`src/rtl/edge_event_reporter_if.sv`:
```
// Event stream from the edge event reporter to its consumer (valid/ready handshake).
interface edge_event_reporter_if #(
    parameter int RW       = 3,
    parameter int TS_WIDTH = 8
);
    logic                event_valid;
    logic                event_ready;
    logic [RW-1:0]       event_row;
    logic [TS_WIDTH-1:0] event_time;
    logic                event_kind;

    modport master (
        output event_valid,
        output event_row,
        output event_time,
        output event_kind,
        input  event_ready
    );

    modport slave (
        input  event_valid,
        input  event_row,
        input  event_time,
        input  event_kind,
        output event_ready
    );
endinterface

```
`src/rtl/edge_event_reporter.sv`:
```
// Turns per-row detect onsets into timestamped events queued in a FIFO and drained over valid/ready.
// Define EDGE_REPORT_RELEASE_EN to also report falling edges (event_kind = 0).
module edge_event_reporter #(
    parameter int ROWS     = 5,
    parameter int DEPTH    = 8,
    parameter int TS_WIDTH = 8
) (
    input  logic                   clock,
    input  logic                   reset_n,
    input  logic [ROWS-1:0]        det_in,
    edge_event_reporter_if.master  ev,
    output logic [7:0]             drop_count
);
    localparam int RW = (ROWS > 1) ? $clog2(ROWS) : 1;
    localparam int AW = (DEPTH > 1) ? $clog2(DEPTH) : 1;
    localparam int PW = AW + 1;

    logic [ROWS-1:0]     det_q, det_d;
    logic [TS_WIDTH-1:0] ts_q, ts_d;
    logic [ROWS-1:0]     pend_on_q, pend_on_d;
    logic [TS_WIDTH-1:0] time_on_q [ROWS];
    logic [TS_WIDTH-1:0] time_on_d [ROWS];
    logic [PW-1:0]       wr_ptr_q, wr_ptr_d, rd_ptr_q, rd_ptr_d;
    logic [RW-1:0]       mem_row_q  [DEPTH];
    logic [RW-1:0]       mem_row_d  [DEPTH];
    logic [TS_WIDTH-1:0] mem_time_q [DEPTH];
    logic [TS_WIDTH-1:0] mem_time_d [DEPTH];
    logic [7:0]          drop_count_q, drop_count_d;
`ifdef EDGE_REPORT_RELEASE_EN
    logic [ROWS-1:0]     pend_rel_q, pend_rel_d;
    logic [TS_WIDTH-1:0] time_rel_q [ROWS];
    logic [TS_WIDTH-1:0] time_rel_d [ROWS];
    logic                mem_kind_q [DEPTH];
    logic                mem_kind_d [DEPTH];
    logic [ROWS-1:0]     release_s, set_rel_s, lost_rel_s;
`endif

    logic [ROWS-1:0]     onset_s, set_on_s, lost_on_s;
    logic                sel_found_s, sel_kind_s;
    logic [RW-1:0]       sel_row_s;
    logic [TS_WIDTH-1:0] sel_time_s;
    logic                full_s, empty_s, pop_s, push_s;

    // Pick the lowest pending row; within a row an onset goes ahead of a release.
    always_comb begin
        sel_found_s = 1'b0;
        sel_kind_s  = 1'b1;
        sel_row_s   = {RW{1'b0}};
        sel_time_s  = {TS_WIDTH{1'b0}};
        for (int i = ROWS - 1; i >= 0; i--) begin
            if (pend_on_q[i]) begin
                sel_found_s = 1'b1;
                sel_kind_s  = 1'b1;
                sel_row_s   = RW'(i);
                sel_time_s  = time_on_q[i];
`ifdef EDGE_REPORT_RELEASE_EN
            end else if (pend_rel_q[i]) begin
                sel_found_s = 1'b1;
                sel_kind_s  = 1'b0;
                sel_row_s   = RW'(i);
                sel_time_s  = time_rel_q[i];
`endif
            end else begin
                sel_found_s = sel_found_s;
            end
        end
    end

    // Next-state logic for edge capture, pending stage, FIFO and drop counter.
    always_comb begin
        onset_s   = det_in & ~det_q;
        set_on_s  = onset_s & ~pend_on_q;
        lost_on_s = onset_s & pend_on_q;
        full_s    = (wr_ptr_q[AW] != rd_ptr_q[AW]) && (wr_ptr_q[AW-1:0] == rd_ptr_q[AW-1:0]);
        empty_s   = (wr_ptr_q == rd_ptr_q);
        pop_s     = !empty_s && ev.event_ready;
        // A pop frees the slot the push needs, so a full FIFO can still accept.
        push_s    = sel_found_s && (!full_s || pop_s);
        det_d     = det_in;
        ts_d      = ts_q + TS_WIDTH'(1);
        wr_ptr_d  = push_s ? (wr_ptr_q + PW'(1)) : wr_ptr_q;
        rd_ptr_d  = pop_s  ? (rd_ptr_q + PW'(1)) : rd_ptr_q;
        drop_count_d = drop_count_q;
        for (int i = 0; i < ROWS; i++) begin
            pend_on_d[i] = set_on_s[i] |
                (pend_on_q[i] & ~(push_s && sel_kind_s && (sel_row_s == RW'(i))));
            time_on_d[i] = set_on_s[i] ? ts_q : time_on_q[i];
            drop_count_d = (lost_on_s[i] && (drop_count_d != 8'hFF)) ? (drop_count_d + 8'd1) : drop_count_d;
        end
`ifdef EDGE_REPORT_RELEASE_EN
        release_s  = ~det_in & det_q;
        set_rel_s  = release_s & ~pend_rel_q;
        lost_rel_s = release_s & pend_rel_q;
        for (int i = 0; i < ROWS; i++) begin
            pend_rel_d[i] = set_rel_s[i] |
                (pend_rel_q[i] & ~(push_s && !sel_kind_s && (sel_row_s == RW'(i))));
            time_rel_d[i] = set_rel_s[i] ? ts_q : time_rel_q[i];
            drop_count_d = (lost_rel_s[i] && (drop_count_d != 8'hFF)) ? (drop_count_d + 8'd1) : drop_count_d;
        end
`endif
        for (int j = 0; j < DEPTH; j++) begin
            mem_row_d[j]  = (push_s && (wr_ptr_q[AW-1:0] == AW'(j))) ? sel_row_s  : mem_row_q[j];
            mem_time_d[j] = (push_s && (wr_ptr_q[AW-1:0] == AW'(j))) ? sel_time_s : mem_time_q[j];
`ifdef EDGE_REPORT_RELEASE_EN
            mem_kind_d[j] = (push_s && (wr_ptr_q[AW-1:0] == AW'(j))) ? sel_kind_s : mem_kind_q[j];
`endif
        end
    end

    // State registers; reset also clears the FIFO storage so the head reads row 0, time 0, onset.
    always_ff @(posedge clock) begin
        if (!reset_n) begin
            det_q        <= {ROWS{1'b0}};
            ts_q         <= {TS_WIDTH{1'b0}};
            pend_on_q    <= {ROWS{1'b0}};
            wr_ptr_q     <= {PW{1'b0}};
            rd_ptr_q     <= {PW{1'b0}};
            drop_count_q <= 8'd0;
            for (int i = 0; i < ROWS; i++) begin
                time_on_q[i] <= {TS_WIDTH{1'b0}};
            end
            for (int j = 0; j < DEPTH; j++) begin
                mem_row_q[j]  <= {RW{1'b0}};
                mem_time_q[j] <= {TS_WIDTH{1'b0}};
            end
`ifdef EDGE_REPORT_RELEASE_EN
            pend_rel_q <= {ROWS{1'b0}};
            for (int i = 0; i < ROWS; i++) begin
                time_rel_q[i] <= {TS_WIDTH{1'b0}};
            end
            for (int j = 0; j < DEPTH; j++) begin
                mem_kind_q[j] <= 1'b1;
            end
`endif
        end else begin
            det_q        <= det_d;
            ts_q         <= ts_d;
            pend_on_q    <= pend_on_d;
            wr_ptr_q     <= wr_ptr_d;
            rd_ptr_q     <= rd_ptr_d;
            drop_count_q <= drop_count_d;
            time_on_q    <= time_on_d;
            mem_row_q    <= mem_row_d;
            mem_time_q   <= mem_time_d;
`ifdef EDGE_REPORT_RELEASE_EN
            pend_rel_q   <= pend_rel_d;
            time_rel_q   <= time_rel_d;
            mem_kind_q   <= mem_kind_d;
`endif
        end
    end

    assign ev.event_valid = !empty_s;
    assign ev.event_row   = mem_row_q[rd_ptr_q[AW-1:0]];
    assign ev.event_time  = mem_time_q[rd_ptr_q[AW-1:0]];
`ifdef EDGE_REPORT_RELEASE_EN
    assign ev.event_kind  = mem_kind_q[rd_ptr_q[AW-1:0]];
`else
    assign ev.event_kind  = 1'b1;
`endif
    assign drop_count     = drop_count_q;
endmodule

```
`src/flat_wrapper.sv`:
```
// flat-port wrapper written by rule: the top's interface ports become plain ports
module edge_event_reporter_flat 
#(
    parameter int ROWS     = 5,
    parameter int DEPTH    = 8,
    parameter int TS_WIDTH = 8
)
  (clock, reset_n, det_in, drop_count, ev_event_valid, ev_event_row, ev_event_time, ev_event_kind, ev_event_ready);
  edge_event_reporter_if #(.RW(3), .TS_WIDTH(TS_WIDTH)) ev_i ();
  input  logic clock;
  input  logic reset_n;
  input  logic [ROWS-1:0] det_in;
  output logic [7:0] drop_count;
  output wire logic [$bits(ev_i.event_valid)-1:0] ev_event_valid;
  output wire logic [$bits(ev_i.event_row)-1:0] ev_event_row;
  output wire logic [$bits(ev_i.event_time)-1:0] ev_event_time;
  output wire logic [$bits(ev_i.event_kind)-1:0] ev_event_kind;
  input wire logic [$bits(ev_i.event_ready)-1:0] ev_event_ready;
  assign ev_event_valid = ev_i.event_valid;
  assign ev_event_row = ev_i.event_row;
  assign ev_event_time = ev_i.event_time;
  assign ev_event_kind = ev_i.event_kind;
  assign ev_i.event_ready = ev_event_ready;
  edge_event_reporter #(.ROWS(ROWS), .DEPTH(DEPTH), .TS_WIDTH(TS_WIDTH)) u_core (.clock(clock), .reset_n(reset_n), .det_in(det_in), .ev(ev_i), .drop_count(drop_count));
endmodule
```
`config.mk`:
```
export PLATFORM = sky130hd
export DESIGN_NAME = edge_event_reporter_flat
export DESIGN_NICKNAME = d
export VERILOG_FILES = /design/src/rtl/edge_event_reporter_if.sv /design/src/rtl/edge_event_reporter.sv /design/src/flat_wrapper.sv
export SDC_FILE = /design/constraint.sdc
export NUM_CORES = 1
export LEC_CHECK = 0
export ABC_AREA = 1
export CAP_MARGIN = 20
export CORE_MARGIN = 2
export CORE_UTILIZATION = 35
export CTS_CLUSTER_DIAMETER = 30
export DETAILED_ROUTE_END_ITERATION = 6
export DONT_BUFFER_PORTS = 1
export MAX_ROUTING_LAYER = met4
export PLACE_DENSITY = 0.48
export REMOVE_ABC_BUFFERS = 1
export SYNTH_ARGS = -nofsm -noshare
export SYNTH_HDL_FRONTEND = slang
export SYNTH_SLANG_ARGS = --single-unit
```
`constraint.sdc`:
```
create_clock -name clock -period 5.6 [get_ports clock]
set_input_delay 1.68 -clock clock [delete_from_list [all_inputs] [get_ports clock]]
set_output_delay 1.68 -clock clock [all_outputs]
set_load 0.05 [all_outputs]
```
After elaboration in Yosys (flattened, before gate mapping):

Index checks and enable logic that the tools add are counted.

* add/subtract/negate cells: 8
* equal/unequal tests: 19
* muxes and demuxes: 26
* reduce and logical (&&, ||, !) cells: 26
* bitwise gates (word level): 21
* magnitude comparators: 1

Operators by type and width (number)
* $mux W8: 12
* $add A8 B1 Y8 const B: 6
* $ne A8 B8 Y1 const B: 5
* $bmux W8 S3: 1
* $logic_and A1 B1 Y1: 21
* $mux W3: 7
* $and A5 B5 Y5: 3
* $eq A3 B3 Y1 const B: 5
* $eq A3 B2 Y1 const B: 4
* $not A5 Y5: 2
* $bmux W3 S3: 1
* $add A4 B1 Y4 const B: 2
* $eq A3 B1 Y1 const B: 2
* $logic_not A3 Y1: 2
* $and A1 B1 Y1: 5
* $mux W1: 5
* $not A1 Y1: 5
* $or A1 B1 Y1: 5
* $eq A4 B4 Y1: 1
* $ge A4 B4 Y1 const B: 1
* $not A3 Y4: 1
* $eq A3 B3 Y1: 1
* $logic_not A1 Y1: 2
* $logic_or A1 B1 Y1: 1
* $ne A1 B1 Y1: 1

* register bits: 162
* word-level logic and storage cells: 128

Logic depth before layout (Yosys ltp):

* depth after elaboration: 17
* mapped depth: 35

Worst setup path before layout:

Ideal clock, no wire load.

* path kind: input-to-reg
* from: input port det_in[0]
* to: register u_core.drop_count_q[0], in the netlist u_core.drop_count[0]
* path slack: 0.392 ns
* arrival: 5.093 ns
* library setup time: 0.115 ns
* stages on the path: 30
* required time: 5.485 ns
* cells stage by stage: nand3_1 -> inv_2 -> nand2_4 -> nand2_1 -> nand2_1 -> ha_1 -> nand3_1 -> nor2_4 -> nand3_4 -> nand2_4 -> nand2_1 -> nand2_1 -> ha_1 -> nand3_1 -> nor2_4 -> nand3_4 -> nand2_8 -> xor2_4 -> ha_1 -> nand2_2 -> nor2_4 -> nand3_4 -> nand2_4 -> nand2_2 -> nand2_4 -> nand2_4 -> nor2_8 -> nand3_4 -> a21oi_1 -> nor2_1

* longest elaborated chain between the ends: 16

RTL lines
* start: declaration: RTL line flat_wrapper.sv:12 `input logic [ROWS-1:0] det_in;`
* $and A5 B5 Y5 (*): RTL line edge_event_reporter.sv:71 `onset_s = det_in & ~det_q;`
* $and A5 B5 Y5 (*): RTL line edge_event_reporter.sv:73 `lost_on_s = onset_s & pend_on_q;`
* $logic_and A1 B1 Y1 (*): RTL line edge_event_reporter.sv:88 `drop_count_d = (lost_on_s[i] && (drop_count_d != 8'hFF)) ? (drop_count_d + 8'd1) : drop_count_d;`
* $mux W8 (*): RTL line edge_event_reporter.sv:88
* branches (longest 2 deep; another with $add A8 B1 Y8)
* $mux W8 (*): RTL line edge_event_reporter.sv:88
* branches (longest 2 deep; another with $add A8 B1 Y8)
* $mux W8 (*): RTL line edge_event_reporter.sv:88
* branches (longest 2 deep; another with $add A8 B1 Y8)
* $mux W8 (*): RTL line edge_event_reporter.sv:88
* branches (longest 2 deep; another with $add A8 B1 Y8)
* $mux W8 (*): RTL line edge_event_reporter.sv:88
* end signal: assignment: RTL line edge_event_reporter.sv:141 `drop_count_q <= drop_count_d;`
* end: declaration: RTL line edge_event_reporter.sv:28 `logic [7:0] drop_count_q, drop_count_d;`

Mark *: on every way between the ends.
A chain may end at the register's enable or synchronous reset.

Final worst setup path:

* from: input port det_in[0]
* to: register u_core.drop_count_q[4], in the netlist u_core.drop_count[4]

The elaborated chain is that of the path after synthesis.

==> results.json <==
{
  "grt_max_degree": 114,
  "htreeDepth": 4,
  "ctsHoldBuffers": 0,
  "ys_seq_area_share_pct": 39.1,
  "area_growth_pct": 11.2,
  "cap_violations": 0,
  "hp-class": "flop to flop",
  "synth_enable_flop_cells": 0,
  "ios": 29,
  "num_rows": 56,
  "synth_mux_area_share_pct": 0,
  "power.switching_mw": 1.22,
  "wl_microns": 21800,
  "synth_compound_area_share_pct": 23.7,
  "via_per_inst": 4.89,
  "post-place-cells": 1481,
  "relSlewSlack_pct": 31.4,
  "io_buffers": 0,
  "dpl_cell_area_sq_um": 8680,
  "path_class": "input port to flop",
  "routedWlPerCell_microns": 14.4,
  "synth.largest_area_cell": "dfxtp_1",
  "synth_top_area_share_pct": 39.1,
  "hpwl_microns": 14600,
  "finalSetupTns_ns": 0,
  "die_w_microns": 158,
  "drt_first_pass_iters": 5,
  "rsz0062_at_grt": "false",
  "start_util_pct": 35.5,
  "tightest_slew_ns": 1.03,
  "layout-drive-gt1-share_pct": 10.1,
  "outcome": "complete, no violations",
  "grt_pass1_wl_microns": 35400,
  "ctsResizeCount": 0,
  "gp_congestion": 0.764,
  "synth_simple_gate_area_share_pct": 24.1,
  "antenna_found_initial": 0,
  "synth_top_family_by_area": "simple AND/OR/NAND/NOR gates",
  "synth_xor_area_share_pct": 1.28,
  "internal-power_mw": 2.14,
  "seqCellArea_sq_um": 3240,
  "syn-cell-area_sq_um": 8300,
  "synthArstFlopShare_pct": 0,
  "grt.overflow.total": 0,
  "crit_arrival_ns": 5.49,
  "vdd_ir_drop_max_mv": 0.159,
  "clock-root-buffer": "clkbuf_16",
  "clkSinkCount": 162,
  "clkLatencyLatePin_ns": 0.43,
  "cp_common_cell": "nand2_1",
  "drtIter0Drc": 407,
  "seqPwrFrac_pct": 38.3,
  "synth.avg_cell_area_sq_um": 6.95,
  "finish.utilization_pct": 39.5,
  "route.vias.total": 7392,
  "slowest_delay_ns": 0.22,
  "cts_buffers": 17,
  "start_kind": "input port",
  "final-hold-violation-count": 0,
  "dieHeight_microns": 158,
  "core_sq_um": 23400,
  "period_share_pct": 92.2,
  "final_net_count": 1201,
  "synth_cells": 1195,
  "swShare_pct": 36.3,
  "path_max_fanout": 10,
  "clkPwrFrac_pct": 33.0,
  "ys_types": 38,
  "ant_nets": 0,
  "slowest_stage": "inv_2",
  "power_frac_comb_pct": 28.7,
  "die-area_sq_um": 25000,
  "design_area_sq_um": 9240,
  "multi_input_area_sq_um": 4220,
  "synth.area.top_cells": "dfxtp_1, a21oi_1, nand2_1, o21ai_0, inv_1",
  "p_per_area_nw_per_um2": 364,
  "post-cts-setup-buffer-count": 0,
  "crit_required_ns": 5.93,
  "fillCellCount": 2569,
  "drcViolationCount": 0,
  "fmax_ghz": 0.194,
  "cts_tree": "built",
  "endpoint_kind": "flop",
  "synth_fa_ha_area_share_pct": 1.81,
  "synth_top_flop_cell": "dfxtp_1",
  "final_cells": 1513,
  "grtUsageTotal_pct": 18.5,
  "synth-seq-cells": 162,
  "min_period_ns": 5.16,
  "clockBufferDepth": 2,
  "yosysMostFrequentCell": "nand2_1",
  "grt_pass1_vias": 6745,
  "skew_ns": 0.0114,
  "diodes": 0,
  "setup_viol": 0,
  "ys_top_cells_by_count": "nand2_1, a21oi_1, dfxtp_1, o21ai_0, inv_1",
  "yosys_warnings": 0,
  "cts.clk_slew.worst_paths_ns": 0.06,
  "maxSlewViolCount": 0,
  "p_leak_nw": 3.63
}
==> registers in the layout (all words and copies together), names as in the netlist <==
signal	count
u_core.det_q	5
u_core.ts_q	8
u_core.wr_ptr_q	4
u_core.mem_time_q	64
u_core.pend_on_q	5
u_core.time_on_q	40
u_core.rd_ptr_q	4
u_core.drop_count	8
u_core.mem_row_q	24
==> layout make-up <==
class | count | share of cell area [%]
Tap cell | 319 | 4.32
Clock inverter | 12 | 1.14
Clock buffer | 20 | 4.84
Sequential cell | 162 | 35.1
Multi-Input combinational cell | 814 | 45.7
Timing Repair Buffer | 31 | 2.52
Inverter | 155 | 6.33
==> cell families after synthesis <==
group,count (synthesis)
other,1
flip-flops,162
AND/OR/NAND/NOR,409
XOR/XNOR,10
buffers and inverters,219
adder cells (fa/ha/maj),12
AO/OA/AOI/OAI,382
==> power by group through the flow <==
stage          clock network, mW  registers [mW]  logic, mW
3_3_place_gp                   0            1.31      0.973
5_1_grt                     1.19            1.30       1.07
2_1_floorplan                  0            1.36      0.638
6_report                    1.11            1.29      0.964
3_5_place_dp                   0            1.31      0.972
4_1_cts                     1.14            1.29      0.975
==> per-layer routing <==
layer	vias to the layer above	GRT usage [%]	routed length (microns)
li1	3930	-	-
met1	3354	25.2	10800
met2	93	28.6	9990
met3	15	3.59	771
met4	0	3.99	190
met5	-	-	0
==> metrics by stage <==
step | total power, mW | setup WS (ns) | hold WS [ns]
final | 3.36 | 0.438 | 0.442
after global routing | 3.56 | 0.0761 | 0.460
after CTS | 3.41 | 0.447 | 0.444
after detailed placement | 2.29 | 0.00227 | 0.435
after global placement | 2.29 | 0.0941 | 0.431
after floorplan | 1.99 | 0.388 | 0.423
==> layout by cell type, fill, tap and decap left out, types with 5 or more instances in the layout <==
cell type / instances
o21ai_1: 9
dfxtp_1: 162
clkbuf_16: 17
clkinv_2: 5
nor2_4: 11
nor3_1: 5
nor2_1: 50
nand2_2: 21
xor2_1: 8
nand3_1: 74
nand2_4: 9
inv_1: 146
o21ai_0: 151
nand4_1: 13
ha_1: 12
nor2_2: 5
nand2_1: 207
buf_4: 31
nand3b_1: 5
a21oi_1: 199
o221ai_1: 8
a31oi_1: 12
==> critical path, delay by kind of cell <==
kind,cells,cell delay [ns]
simple gates,26,2.85
fa+ha+maj,3,0.60
buf+inv,3,0.33
==> worst paths after layout <==
path / startpoint / endpoint / slack, ns / cells past startpoint
worst min register to register: u_core.time_on_q[7] / u_core.time_on_q[7] / 0.44 / 2
worst min-delay path: u_core.time_on_q[7] / u_core.time_on_q[7] / 0.44 / 2
worst max register to register: u_core.drop_count[0] / u_core.drop_count[4] / 0.91 / 36
worst max-delay path: det_in[0] / u_core.drop_count[4] / 0.44 / 32
No activity file was read; power rests on OpenSTA's default activity.
==> patch: new RTL, same settings <==
`DEPTH` is set to 8 in 2 places; all go to 16.
--- a/src/rtl/edge_event_reporter.sv
+++ b/src/rtl/edge_event_reporter.sv
@@ -3,5 +3,5 @@
 module edge_event_reporter #(
     parameter int ROWS     = 5,
-    parameter int DEPTH    = 8,
+    parameter int DEPTH    = 16,
     parameter int TS_WIDTH = 8
 ) (
--- a/src/flat_wrapper.sv
+++ b/src/flat_wrapper.sv
@@ -3,5 +3,5 @@
 #(
     parameter int ROWS     = 5,
-    parameter int DEPTH    = 8,
+    parameter int DEPTH    = 16,
     parameter int TS_WIDTH = 8
 )
Formal check against the unedited RTL: same outputs for any inputs over 4 cycles, from zero or initial values and one cycle with reset_n low; that may be too few to reach the edited logic, so the function may still have changed.
==> patch against the unedited design <==
  * Non-clock buffer count is 7 higher
  * Sequential share of layout area down 0.51 points
  * Count of clock-buffer cells in the layout grew 64
  * Highest routed layer unchanged
  * Via count rose by 53%
  * Wire length increased by 75%
  * Die area is 45% higher
  * Largest power group is now the clock network
  * Sequential cell count rose by 90
  * Largest cell class unchanged
  * Total power is 93% higher
  * Setup slack improved by 54 ps
  * Fmax grew 1.1%
  * Global-route usage rose by 3.1 points
  * Area after synthesis grew 46%
  * Register-to-register slack got worse by 80 ps
  * Final area rose by 58%
==> patch: results (changes against the unedited design) <==
status=completed; Slew headroom=29.8% (-1.5 points); Layout Skew=22.4 ps (+11.0 ps); clock buffer count from CTS=56 (+39); M1 GR Usage=29.8% (+4.6 points); ratio of cells with drive above 1 in the final layout=11.3% (+1.1 points); Max Cap Viol=0 (unchanged); reg2reg path depth=36 (unchanged); R2R Path Start=u_core.drop_count[1]; Static Leakage=5.51 nW (+52%); post_cts resized=0 (unchanged); slowest cell on the critical path=nand3_1; WHS=439 ps (-3.87 ps); H-tree depth=2 (-2); ys async rst share=0% (unchanged); Worst R2R End=u_core.drop_count[0]; Clk Latency, worst-skew pair=560 ps (+130 ps); Synth top cells by count=a21oi_1, o21ai_0, dfxtp_1; WHS Endpoint=u_core.time_on_q[38]; GPL Wtd Cong=0.816 (+6.9%); DP HPWL=23.4 mm (+61%); met2 Use GR=32.4% (+3.8 points); Area contributors post-synth=dfxtp_1, a21oi_1, o21ai_0, nand2_1, inv_1; ys flop type=dfxtp_1; CP delay by family, top=simple AND/OR/NAND/NOR gates; Worst Hold Depth=2 (unchanged); Netlist cell types=40 (+5.3%); met3 usage=3.24% (-0.35 points); Total GRT Usage=21.6% (+3.1 points); fin nets=1737 (+45%); vias per std cell=5.09 (+4.2%); root buf cell=clkbuf_16; flop2flop setup slack=830 ps (-80 ps); initial antenna violation count=0 (unchanged); CTS Buffer Depth=3 (+1); worst min-delay path startpoint=u_core.time_on_q[38]; Iteration-0 DRC Markers=987 (+140%); clock-pin slew on the worst setup and hold paths=40 ps (-20 ps); Post-Route WL=38.1 mm (+75%); VDD IR max=0.236 mV (+49%); post-synth top area share=41.5% (+2.5 points); first-pass GRT wire length=59.8 mm (+69%); crit-path max cell delay=190 ps (-30 ps); Hold Crit Class=flip-flop to flip-flop; Largest regs=u_core.mem_time_q: 128 flops, u_core.mem_row_q: 48 flops, u_core.time_on_q: 40 flops; router iterations before antenna repair=5 (unchanged); Port Buffer Count=0 (unchanged); sequential area share after synthesis=41.5% (+2.5 points); pin count of the biggest net entering global routing=182 (+60%); ANT nets after route=0 (unchanged); vias in the first global route=10400 (+54%); Max FO, Critical Path=9 (-1); critical path arrival=5560 ps (+70 ps)
==> patch: changes by cell type in the layout (fill, tap and decap cells not counted), moves of 9 or more <==
cell | before | now
a21oi_1 | 199 | 350
inv_2 | 4 | 13
nand2_1 | 207 | 222
clkbuf_1 | 2 | 14
nor2_1 | 50 | 87
clkbuf_8 | 1 | 12
nand3_1 | 74 | 101
o21ai_0 | 151 | 259
inv_1 | 146 | 200
clkbuf_16 | 17 | 58
a311o_1 | 0 | 11
dfxtp_1 | 162 | 250
a31oi_1 | 12 | 1
==> patch: how the worst max path moves through the flow <==
stage | endpoint | from | slack [ps]
5_1_grt | u_core.drop_count[0] | det_in[0] | 9
3_3_place_gp | u_core.drop_count[0] | det_in[0] | 100
2_1_floorplan | ev_event_row[0] | u_core.rd_ptr_q[0] | -520
4_1_cts | u_core.drop_count[0] | det_in[0] | 560
6_report | u_core.drop_count[0] | det_in[0] | 490
3_5_place_dp | u_core.drop_count[0] | det_in[0] | -9
==> patch: cell type report <==
type | count | area, µm²
Clock buffer | 84 | 1670
Tap cell | 455 | 569
Fill cell | 3583 | 19800
Timing Repair Buffer | 38 | 285
Multi-Input combinational cell | 1154 | 5860
Sequential cell | 252 | 5050
Clock inverter | 19 | 337
Inverter | 217 | 815
==> patch: routing by layer <==
| layer | wire length (µm) | vias to the layer above |
|---|---|---|
| met1 | 18600 | 5229 |
| li1 | - | 5758 |
| met5 | 0 | - |
| met3 | 1900 | 54 |
| met4 | 958 | 0 |
| met2 | 16600 | 261 |
==> patch: kinds of logic after synthesis <==
logic type	share of synthesized area [%]
and+or+nand+nor	18.8
AOI/OAI and AO/OA	27.7
adders and majority gates	1.03
DFF	41.5
buffers and inverters	10.2
xor gates and xnor gates	0.649
other	0.0309
==> patch: power by group <==
| group | switching, mW | total (mW) | internal, mW |
|---|---|---|---|
| combinational | 0.835 | 1.12 | 0.288 |
| sequential | 0.0563 | 1.94 | 1.88 |
| clock | 1.00 | 3.44 | 2.44 |
| total | 1.89 | 6.51 | 4.61 |
==> patch: per-stage QoR <==
stage          area (µm²)  power (mW)  cells  setup slack, ps
3_3_place_gp        12600        3.09   2116             99.1
3_5_place_dp        12600        3.10   2116            -8.76
4_1_cts             14600        6.56   2219              556
6_report            14600        6.51   2219              492
2_1_floorplan       11700        2.75   1623             -524
5_1_grt             14600        6.79   2219             9.33
==> patch: tightest hold or removal path, cell delays in order, from the launching register on <==
cell	delay, ps
dfxtp_1	300
inv_1	40
a21oi_1	50
